## config.mk

```make
export PLATFORM = sky130hd
export DESIGN_NAME = delay_arbiter_flat
export DESIGN_NICKNAME = d
export VERILOG_FILES = /design/src/rtl/delay_arb_pkg.sv /design/src/rtl/delay_arbiter_if.sv /design/src/rtl/delay_arbiter_rr_select.sv /design/src/rtl/delay_arbiter.sv /design/src/flat_wrapper.sv
export SDC_FILE = /design/constraint.sdc
export NUM_CORES = 1
export LEC_CHECK = 0
export ABC_CLOCK_PERIOD_IN_PS = 3150
export BUFFER_PORTS_ARGS = -buffer_cell sky130_fd_sc_hd__clkbuf_2
export CAP_MARGIN = 20
export CORE_UTILIZATION = 51
export DETAILED_ROUTE_END_ITERATION = 7
export GPL_TIMING_DRIVEN = 0
export PLACE_DENSITY = 0.84
export RECOVER_POWER = 50
export SYNTH_ARGS = -nofsm -noshare
export SYNTH_HDL_FRONTEND = slang
export SYNTH_SLANG_ARGS = --single-unit
```

## constraint.sdc

```tcl
create_clock -name clk -period 3.15 [get_ports clk]
set_clock_uncertainty 0.15 [all_clocks]
set_input_delay 0.1575 -clock clk [delete_from_list [all_inputs] [get_ports clk]]
set_output_delay 0.1575 -clock clk [all_outputs]
set_load 0.005 [all_outputs]
```

## src/rtl/delay_arb_pkg.sv

```systemverilog
// rtl/delay_arb_pkg.sv - shared state encoding and default sizing for the delay arbiter
package delay_arb_pkg;

  localparam int N_REQ_DEF      = 4;
  localparam int CLK_PER_US_DEF = 20;
  localparam int DLY_W_DEF      = 8;

  typedef enum logic [1:0] {
    IDLE = 2'd0,
    RUN  = 2'd1,
    DONE = 2'd2
  } arb_state_t;

  function automatic int idx_width(input int n);
    return (n > 1) ? $clog2(n) : 1;
  endfunction

endpackage

```

## src/rtl/delay_arbiter_if.sv

```systemverilog
// rtl/delay_arbiter_if.sv - request/grant bundle between requesters and the delay arbiter
interface delay_arbiter_if
  import delay_arb_pkg::*;
#(
  parameter int N_REQ = N_REQ_DEF,
  parameter int DLY_W = DLY_W_DEF
);

  logic [N_REQ-1:0]       req;
  logic [N_REQ*DLY_W-1:0] dly_us;
  logic [N_REQ-1:0]       gnt;
  logic [N_REQ-1:0]       done;
  logic                   busy;
  logic                   tick_1us;

  modport master (
    output req, dly_us,
    input  gnt, done, busy, tick_1us
  );

  modport slave (
    input  req, dly_us,
    output gnt, done, busy, tick_1us
  );

endinterface

```

## src/rtl/delay_arbiter_rr_select.sv

```systemverilog
// rtl/delay_arbiter_rr_select.sv - combinational round-robin pick starting at ptr
module rr_select #(
  parameter int N_REQ = 4,
  parameter int IDX_W = 2
) (
  input  logic [N_REQ-1:0] req,
  input  logic [IDX_W-1:0] ptr,
  output logic [N_REQ-1:0] onehot,
  output logic [IDX_W-1:0] index
);

  int               pos;
  logic [IDX_W-1:0] pos_idx;
  logic             found;

  always_comb begin
    onehot  = '0;
    index   = '0;
    found   = 1'b0;
    pos     = 0;
    pos_idx = '0;
    for (int k = 0; k < N_REQ; k++) begin
      pos = int'(ptr) + k;
      if (pos >= N_REQ) begin
        pos = pos - N_REQ;
      end
      pos_idx = IDX_W'(pos);
      if (!found && req[pos_idx]) begin
        found           = 1'b1;
        onehot[pos_idx] = 1'b1;
        index           = pos_idx;
      end
    end
  end

endmodule

```

## src/rtl/delay_arbiter.sv

```systemverilog
// rtl/delay_arbiter.sv - shared microsecond timebase granted to one requester at a time
// DELAY_ARB_RR_EN selects round-robin; without it the lowest requesting index always wins.
module delay_arbiter
  import delay_arb_pkg::*;
#(
  parameter int N_REQ      = N_REQ_DEF,
  parameter int CLK_PER_US = CLK_PER_US_DEF,
  parameter int DLY_W      = DLY_W_DEF
) (
  input logic             clk,
  input logic             rst,
  delay_arbiter_if.slave  bus
);

  localparam int IDX_W = idx_width(N_REQ);
  localparam int PS_W  = idx_width(CLK_PER_US);

  arb_state_t       state, state_next;
  logic [IDX_W-1:0] ptr;
  logic [IDX_W-1:0] winner;
  logic [IDX_W-1:0] sel_idx;
  logic [N_REQ-1:0] sel_onehot;
  logic [N_REQ-1:0] gnt_q;
  logic [N_REQ-1:0] done_q;
  logic [DLY_W-1:0] remaining;
  logic [PS_W-1:0]  prescaler;
  logic             grant_now;
  logic             finish;
  logic             leave_run;
  logic             owner_req;
  logic             tick;

  rr_select #(
    .N_REQ (N_REQ),
    .IDX_W (IDX_W)
  ) u_rr_select (
    .req    (bus.req),
    .ptr    (ptr),
    .onehot (sel_onehot),
    .index  (sel_idx)
  );

`ifdef DELAY_ARB_RR_EN
  always_ff @(posedge clk or posedge rst) begin
    if (rst) begin
      ptr <= '0;
    end else if (grant_now) begin
      ptr <= (sel_idx == IDX_W'(N_REQ - 1)) ? '0 : sel_idx + 1'b1;
    end
  end
`else
  assign ptr = '0;
`endif

  assign owner_req = bus.req[winner];
  // A zero-length delay never ticks; it just spends one granted cycle.
  assign tick = (state == RUN) && owner_req && (remaining != '0) &&
                (prescaler == PS_W'(CLK_PER_US - 1));

  always_comb begin
    state_next = state;
    grant_now  = 1'b0;
    finish     = 1'b0;
    leave_run  = 1'b0;
    case (state)
      IDLE: begin
        if (|bus.req) begin
          grant_now  = 1'b1;
          state_next = RUN;
        end
      end
      RUN: begin
        // An abort still passes through DONE so busy covers one gnt-free cycle.
        if (!owner_req) begin
          leave_run  = 1'b1;
          state_next = DONE;
        end else if ((remaining == '0) || (tick && (remaining == DLY_W'(1)))) begin
          finish     = 1'b1;
          leave_run  = 1'b1;
          state_next = DONE;
        end
      end
      DONE:    state_next = IDLE;
      default: state_next = IDLE;
    endcase
  end

  always_ff @(posedge clk or posedge rst) begin
    if (rst) begin
      state     <= IDLE;
      gnt_q     <= '0;
      done_q    <= '0;
      winner    <= '0;
      remaining <= '0;
      prescaler <= '0;
    end else begin
      state  <= state_next;
      done_q <= finish ? gnt_q : '0;
      if (grant_now) begin
        gnt_q     <= sel_onehot;
        winner    <= sel_idx;
        remaining <= bus.dly_us[sel_idx*DLY_W +: DLY_W];
        prescaler <= '0;
      end else if (state == RUN) begin
        if (leave_run) begin
          gnt_q     <= '0;
          prescaler <= '0;
        end else begin
          prescaler <= (prescaler == PS_W'(CLK_PER_US - 1)) ? '0 : prescaler + 1'b1;
          if (tick) begin
            remaining <= remaining - 1'b1;
          end
        end
      end
    end
  end

  assign bus.gnt      = gnt_q;
  assign bus.done     = done_q;
  assign bus.busy     = (state != IDLE);
  assign bus.tick_1us = tick;

endmodule

```

## src/flat_wrapper.sv

```systemverilog
// flat-port wrapper written by rule: the top's interface ports become plain ports
module delay_arbiter_flat import delay_arb_pkg::*;
#(
  parameter int N_REQ      = N_REQ_DEF,
  parameter int CLK_PER_US = CLK_PER_US_DEF,
  parameter int DLY_W      = DLY_W_DEF
)
  (clk, rst, bus_req, bus_dly_us, bus_gnt, bus_done, bus_busy, bus_tick_1us);
  delay_arbiter_if #(.N_REQ(N_REQ), .DLY_W(DLY_W)) bus_i ();
  input logic clk;
  input logic rst;
  input wire logic [$bits(bus_i.req)-1:0] bus_req;
  input wire logic [$bits(bus_i.dly_us)-1:0] bus_dly_us;
  output wire logic [$bits(bus_i.gnt)-1:0] bus_gnt;
  output wire logic [$bits(bus_i.done)-1:0] bus_done;
  output wire logic [$bits(bus_i.busy)-1:0] bus_busy;
  output wire logic [$bits(bus_i.tick_1us)-1:0] bus_tick_1us;
  assign bus_i.req = bus_req;
  assign bus_i.dly_us = bus_dly_us;
  assign bus_gnt = bus_i.gnt;
  assign bus_done = bus_i.done;
  assign bus_busy = bus_i.busy;
  assign bus_tick_1us = bus_i.tick_1us;
  delay_arbiter #(.N_REQ(N_REQ), .CLK_PER_US(CLK_PER_US), .DLY_W(DLY_W)) u_core (.clk(clk), .rst(rst), .bus(bus_i));
endmodule
```

==> implementation parameters, run 1 <==
Parameter                              Value

Run status
  Status ... finished, final reports clean

Pwr
  Cell leakage power ... 0.903 nW
  Peak supply drop ... 0.449 mV
  Power Dens Cells ... 676 nW/um2
  Overall power after layout ... 1.35 mW

Final layout
  Layout area overhead ... 21.6%
  Fraction of final layout cells with drive strength greater than 1 ... 26.6%
  FF/Latch Area ... 626 um2
  Layout fillers ... 289
  Most frequent standard cell in the layout excluding fill and tap cells ... clkbuf_2
  Net count of the finished layout ... 283
  Area of the multi-input gates ... 931 um2
  Post-Layout Cell Count ... 285
  Number of antenna repair diodes ... 0
  Commonest non-fill, non-tap cells in the layout ... clkbuf_2, dfrtp_1, nor2_1, nand2_1, a21oi_1

Global routing
  Aggregate global routing overflow ... 0
  Highest-utilization routing layer at the global route stage ... met2
  Wire length of the first global-routing pass ... 6.35 mm
  Number of global-route vias before repair ... 1432
  Met2 track demand over resource ... 40.6%
  All-layer global routing usage ... 24.0%
  Largest net degree at the start of global routing ... 26
  GRT met1 Usage ... 32.2%
  Met3 track demand over resource ... 1.98%
  Number of antenna violations at the first check in global routing ... 0

Clocking
  Clk slew on worst S/H paths ... 0.15 ns
  CTS tree ... yes
  Clock latency reported for the late side of the worst-skew pair ... 0.33 ns
  Clock tree root driver cell ... clkbuf_4
  Number of buffers added for setup after CTS ... 0
  Hold buffer count at cts ... 4
  # clock sinks ... 25
  Bufs on Longest Clock Path ... 2
  Number of buffers added by the clock tree synthesis step ... 3
  Post-cts repair resize count ... 0
  Maximum level of the CTS H-tree ... 1

Placement
  Number of placed instances with taps included ... 276
  # port buffers ... 45
  Detail Placement HPWL ... 2.92 mm
  Weighted congestion reported at the end of routability-driven placement ... 0.798

Timing
  Number of hold violations in the final report ... 0
  Hold slack ... 0.0250 ns
  Final slew viol count ... 0
  Final sum of negative setup slack ... 0 ns
  Achievable clock frequency ... 391 MHz
  Setup repair after global routing missed its margin ... false
  Slew @ Worst Pin ... 0.943 ns
  Ratio of final minimum period to clock period ... 81.2%
  Setup-failing EPs final ... 0
  Minimum period implied by the final worst setup slack ... 2.56 ns
  Slew Limit Headroom ... 37.1%

Route
  Residual DRC count ... 0
  Via count of the routed design ... 1609
  Detail-routed net length per standard cell ... 13.5 um
  Post-detailed-routing wire length ... 3.86 mm
  Number of iterations in the first detailed-routing pass ... 4
  Via-per-instance ratio ... 5.65
  Initial drt markers ... 70
  Antenna Violating Nets Remaining ... 0

Worst setup path
  Max Fanout on Critical Path ... 8
  Critical path origin ... u_core.remaining[0]$_DFFE_PP0P_
  Critical path arrival ... 2.25 ns
  Setup crit end kind ... output pin
  Data required time at the worst endpoint ... 2.84 ns
  R2R Path Start ... u_core.prescaler[0]$_DFFE_PP0P_
  Critical path startpoint category ... flip-flop
  Critical setup path kind ... flip-flop to output pin

Yosys
  Syn Area/Cell ... 8.79 um2
  Number of cells produced by synthesis ... 187
  Post-synthesis cell type with the largest combined area ... dfrtp_1
  Net count after synthesis ... 228
  Synth warnings ... 0
  Sequential element share of the synthesized area ... 38.1%
  Netlist area before placement ... 1640 um2
  Number of distinct library cells after synthesis ... 57
  Portion of synthesized cell area occupied by the leading cell type ... 38.1%
  Async set-or-reset flop fraction in the synthesized netlist ... 100%
  Yosys reg bits ... 25
  Cell types occupying the most area after synthesis ... dfrtp_1, a21oi_1, nand2_1, nor2_1, nor3_1
  Top flip-flop cell by instance count after synthesis ... dfrtp_1
  Count of flip-flops with a built-in enable after synthesis ... 0

Floorplanning
  I/O pin cnt ... 48
  Placeable core region ... 3050 um2
  Die footprint ... 3450 um2
  Number of standard-cell rows in the floorplan ... 20
  Die Height ... 58.8 um
  Die boundary width ... 58.8 um
  Initial Utilization ... 53.8%

Job
  Max Cap Viol ... 0

Hold path
  Worst Hold Class ... input port to flip-flop
  Worst min-delay path startpoint ... bus_dly_us[7]
## final timing paths
path / endpoint / slack, ns / cells past startpoint
hold reg to reg: u_core.bus.done[0]$_DFF_PP0_ / 0.38 / 1
setup / recovery: bus_tick_1us / 0.59 / 7
min in group asynchronous: u_core.prescaler[3]$_DFFE_PP0P_ / 0.12 / 3
setup reg to reg: u_core.remaining[3]$_DFFE_PP0P_ / 0.67 / 7
hold / removal: u_core.remaining[7]$_DFFE_PP0P_ / 0.03 / 3
max in group asynchronous: u_core.remaining[6]$_DFFE_PP0P_ / 1.58 / 4
## synthesized netlist by cell type (2+ instances only)
master	n
a211oi_1	2
a21o_1	2
a21oi_1	12
a221oi_1	3
a22oi_1	2
a31oi_1	3
and2_1	4
buf_2	2
clkbuf_1	6
dfrtp_1	25
ha_1	3
inv_1	9
mux2i_1	3
nand2_1	15
nand2b_1	2
nand3_1	4
nand4_1	3
nor2_1	15
nor2b_1	2
nor3_1	10
nor4_1	3
o21a_1	5
o21ai_0	10
o221ai_1	2
o22a_1	2
o22ai_1	5
or3_1	2
or3b_2	2
## flip-flops by register name, summed over array words and instances, names as in the netlist
signal,count
u_core.prescaler,5
u_core.state,2
u_core.winner,2
u_core.remaining,8
u_core.bus.gnt,4
u_core.bus.done,4
## metrics by stage
| step | setup slack [ns] | area (um2) | utilization (%) |
|---|---|---|---|
| finish | 0.592 | 2000 | 65.5 |
| global placement | 0.770 | 1920 | 63.0 |
| floorplan | 0.898 | 1640 | - |
| CTS | 0.608 | 1990 | 65.3 |
| global route | 0.431 | 2000 | 65.5 |
| detailed placement | 0.727 | 1920 | 63.0 |
## final cells by class
cell class	count	area share (%)
Clock buffer	3	1.13
Tap cell	44	2.76
Timing Repair Buffer	50	13.5
Multi-Input combinational cell	142	46.6
Buffer	10	2.44
Sequential cell	25	31.3
Inverter	10	1.88
Clock inverter	1	0.438
## cells by family after synthesis
family / Yosys count / share of synthesized area, %
AND/OR/NAND/NOR: 72 / 23.8
AO/OA/AOI/OAI: 61 / 26.3
flip-flops: 25 / 38.1
buffers and inverters: 20 / 5.25
multiplexers: 4 / 3.20
adder cells (fa/ha/maj): 3 / 2.29
XOR/XNOR: 2 / 1.07
## power by group
part | leakage [nW] | internal (mW) | switching (mW)
sequential | 0.317 | 0.427 | 0.122
clock | 0.0183 | 0.0519 | 0.110
combinational | 0.568 | 0.277 | 0.365
## per-layer routing
layer	routed length [um]	up-vias
met5	0	-
met4	51	0
met3	156	5
met2	1850	49
met1	1800	747
li1	-	808
## critical path: stages (launching register included)
cell,delay [ns]
dfrtp_1,0.45
inv_1,0.11
ha_1,0.24
or3b_2,0.49
o21a_4,0.24
and2_4,0.16
buf_6,0.13
clkbuf_2,0.10
Note: power is estimated with default switching activity, not from simulation.
==> run 2: changes to the inputs <==
ABC_CLOCK_PERIOD_IN_PS = 2650   (was 3150)
clock period = 2.65 ns   (was 3.15 ns; I/O delays follow)
==> implementation parameters, run 2 (synthesis results as in run 1) <==
Parameter                              Value

Timing
  Slew @ Worst Pin ... 0.948 ns (+0.00521 ns)
  Number of hold violations in the final report ... 0 (unchanged)
  Ratio of final minimum period to clock period ... 95.6%
  Final sum of negative setup slack ... 0 ns (unchanged)
  Setup-failing EPs final ... 0 (unchanged)
  Setup repair after global routing missed its margin ... false
  Slew Limit Headroom ... 36.8% (-0.35 points)
  Final slew viol count ... 0 (unchanged)
  Achievable clock frequency ... 395 MHz
  Minimum period implied by the final worst setup slack ... 2.53 ns

Placement
  # port buffers ... 45 (unchanged)
  Number of placed instances with taps included ... 276 (unchanged)
  Detail Placement HPWL ... 2.92 mm (unchanged)
  Weighted congestion reported at the end of routability-driven placement ... 0.798 (unchanged)

Global routing
  All-layer global routing usage ... 24.0% (unchanged)
  Wire length of the first global-routing pass ... 6.35 mm (unchanged)
  Largest net degree at the start of global routing ... 26 (unchanged)
  Number of antenna violations at the first check in global routing ... 0 (unchanged)
  Aggregate global routing overflow ... 0 (unchanged)
  Number of global-route vias before repair ... 1432 (unchanged)

Pwr
  Overall power after layout ... 1.61 mW (+19%)
  Cell leakage power ... 0.904 nW (about the same)
  Peak supply drop ... 0.533 mV (+19%)
  Power Dens Cells ... 804 nW/um2 (+19%)

Route
  Initial drt markers ... 67 (-4.3%)
  Detail-routed net length per standard cell ... 13.6 um (about the same)
  Via-per-instance ratio ... 5.67 (+0.37%)
  Antenna Violating Nets Remaining ... 0 (unchanged)
  Number of iterations in the first detailed-routing pass ... 4 (unchanged)
  Post-detailed-routing wire length ... 3.86 mm (about the same)
  Residual DRC count ... 0 (unchanged)
  Via count of the routed design ... 1615 (+0.37%)

Clocking
  Bufs on Longest Clock Path ... 2 (unchanged)
  Clk slew on worst S/H paths ... 0.15 ns (about the same)
  Maximum level of the CTS H-tree ... 1 (unchanged)
  Clock latency reported for the late side of the worst-skew pair ... 0.33 ns (about the same)
  Number of buffers added by the clock tree synthesis step ... 3 (unchanged)
  # clock sinks ... 25 (unchanged)
  CTS tree ... yes
  Clock tree root driver cell ... clkbuf_4

Floorplanning
  Die Height ... 58.8 um (unchanged)
  Die boundary width ... 58.8 um (unchanged)
  Number of standard-cell rows in the floorplan ... 20 (unchanged)
  I/O pin cnt ... 48 (unchanged)
  Initial Utilization ... 53.8% (unchanged)
  Die footprint ... 3450 um2 (unchanged)
  Placeable core region ... 3050 um2 (unchanged)

Hold path
  Worst min-delay path startpoint ... bus_dly_us[7]
  Worst Hold Class ... input port to flip-flop

Final layout
  Layout area overhead ... 21.9%
  Most frequent standard cell in the layout excluding fill and tap cells ... clkbuf_2
  Flip-flop count of the largest register after layout ... 8 (unchanged)
  FF/Latch Area ... 626 um2 (unchanged)
  Post-Layout Cell Count ... 285 (unchanged)
  Fraction of final layout cells with drive strength greater than 1 ... 27.0% (+0.41 points)
  Layout fillers ... 290 (+0.35%)
  Commonest non-fill, non-tap cells in the layout ... clkbuf_2, dfrtp_1, nor2_1, nand2_1, a21oi_1
  Number of antenna repair diodes ... 0 (unchanged)
  Area of the multi-input gates ... 935 um2 (+0.40%)
  Net count of the finished layout ... 283 (unchanged)
  Largest registers ... u_core.remaining (8), u_core.prescaler (5)
  Top reg by flops ... u_core.remaining
  Core Util, Final ... 65.6% (+0.12 points)

Worst setup path
  Setup crit end kind ... output pin
  Critical setup path kind ... flip-flop to output pin
  Max Fanout on Critical Path ... 8 (unchanged)
  Data required time at the worst endpoint ... 2.37 ns (-0.47 ns)
  Critical path arrival ... 2.25 ns (about the same)
  R2R Path Start ... u_core.remaining[0]$_DFFE_PP0P_
  Critical path origin ... u_core.remaining[0]$_DFFE_PP0P_
  Critical path startpoint category ... flip-flop

Job
  Max Cap Viol ... 0 (unchanged)

Run status
  Status ... finished, final reports clean
run 2: cell counts in the layout (fill, tap and decap cells not counted):
Identical to the previous run, type by type.
run 2: layout make-up:
type	count	share of cell area (%)
Inverter	10	1.88
Timing Repair Buffer	50	13.4
Sequential cell	25	31.3
Tap cell	44	2.75
Clock inverter	1	0.437
Buffer	10	2.44
Multi-Input combinational cell	142	46.7
Clock buffer	3	1.13
run 2: final timing paths:
path	end	slack (ns)	cells after the start
max in group asynchronous	u_core.remaining[6]$_DFFE_PP0P_	1.10	4
worst max register to register	u_core.remaining[1]$_DFFE_PP0P_	0.23	8
worst min-delay path	u_core.remaining[7]$_DFFE_PP0P_	0.0003	3
worst min register to register	u_core.bus.done[0]$_DFF_PP0_	0.38	1
worst max-delay path	bus_tick_1us	0.12	7
min in group asynchronous	u_core.prescaler[1]$_DFFE_PP0P_	0.10	3
run 2: report_power, final:
group,leakage (nW),switching (mW),internal [mW],total (mW)
registers,0.317,0.144,0.507,0.652
clock network,0.0183,0.130,0.0617,0.192
logic,0.568,0.434,0.331,0.765
run 2: per-layer routing:
layer	part of all wire (%)	GRT usage, %
met1	47	32.2
met2	48	40.6
met3	3.7	1.98
met4	1.3	8.50
met5	0	0
run 2: what timing repair did:
item / 4_1_cts / 5_1_grt
endpoints found under the hold margin: 28 / 0
resized for setup: 0 / 1
endpoints found under the setup margin: 0 / 1
hold buffers: 4 / 0
setup buffers: 0 / 0
run 2: worst max-delay path, stage by stage (launching register included):
cell and delay [ns]:
dfrtp_1 0.45, inv_1 0.11, ha_1 0.24, or3b_2 0.49, o21a_4 0.24, and2_4 0.16
buf_6 0.13, clkbuf_2 0.10
run 2: per-stage QoR:
stage          worst slack (ns)  cell area (um2)  hold WS, ns
4_1_cts                   0.133             1990      0.00500
5_1_grt                  0.0254             2000       0.0200
3_5_place_dp              0.227             1920        0.227
3_3_place_gp              0.270             1920        0.228
6_report                  0.118             2000     0.000345
2_1_floorplan             0.398             1640      0.00982
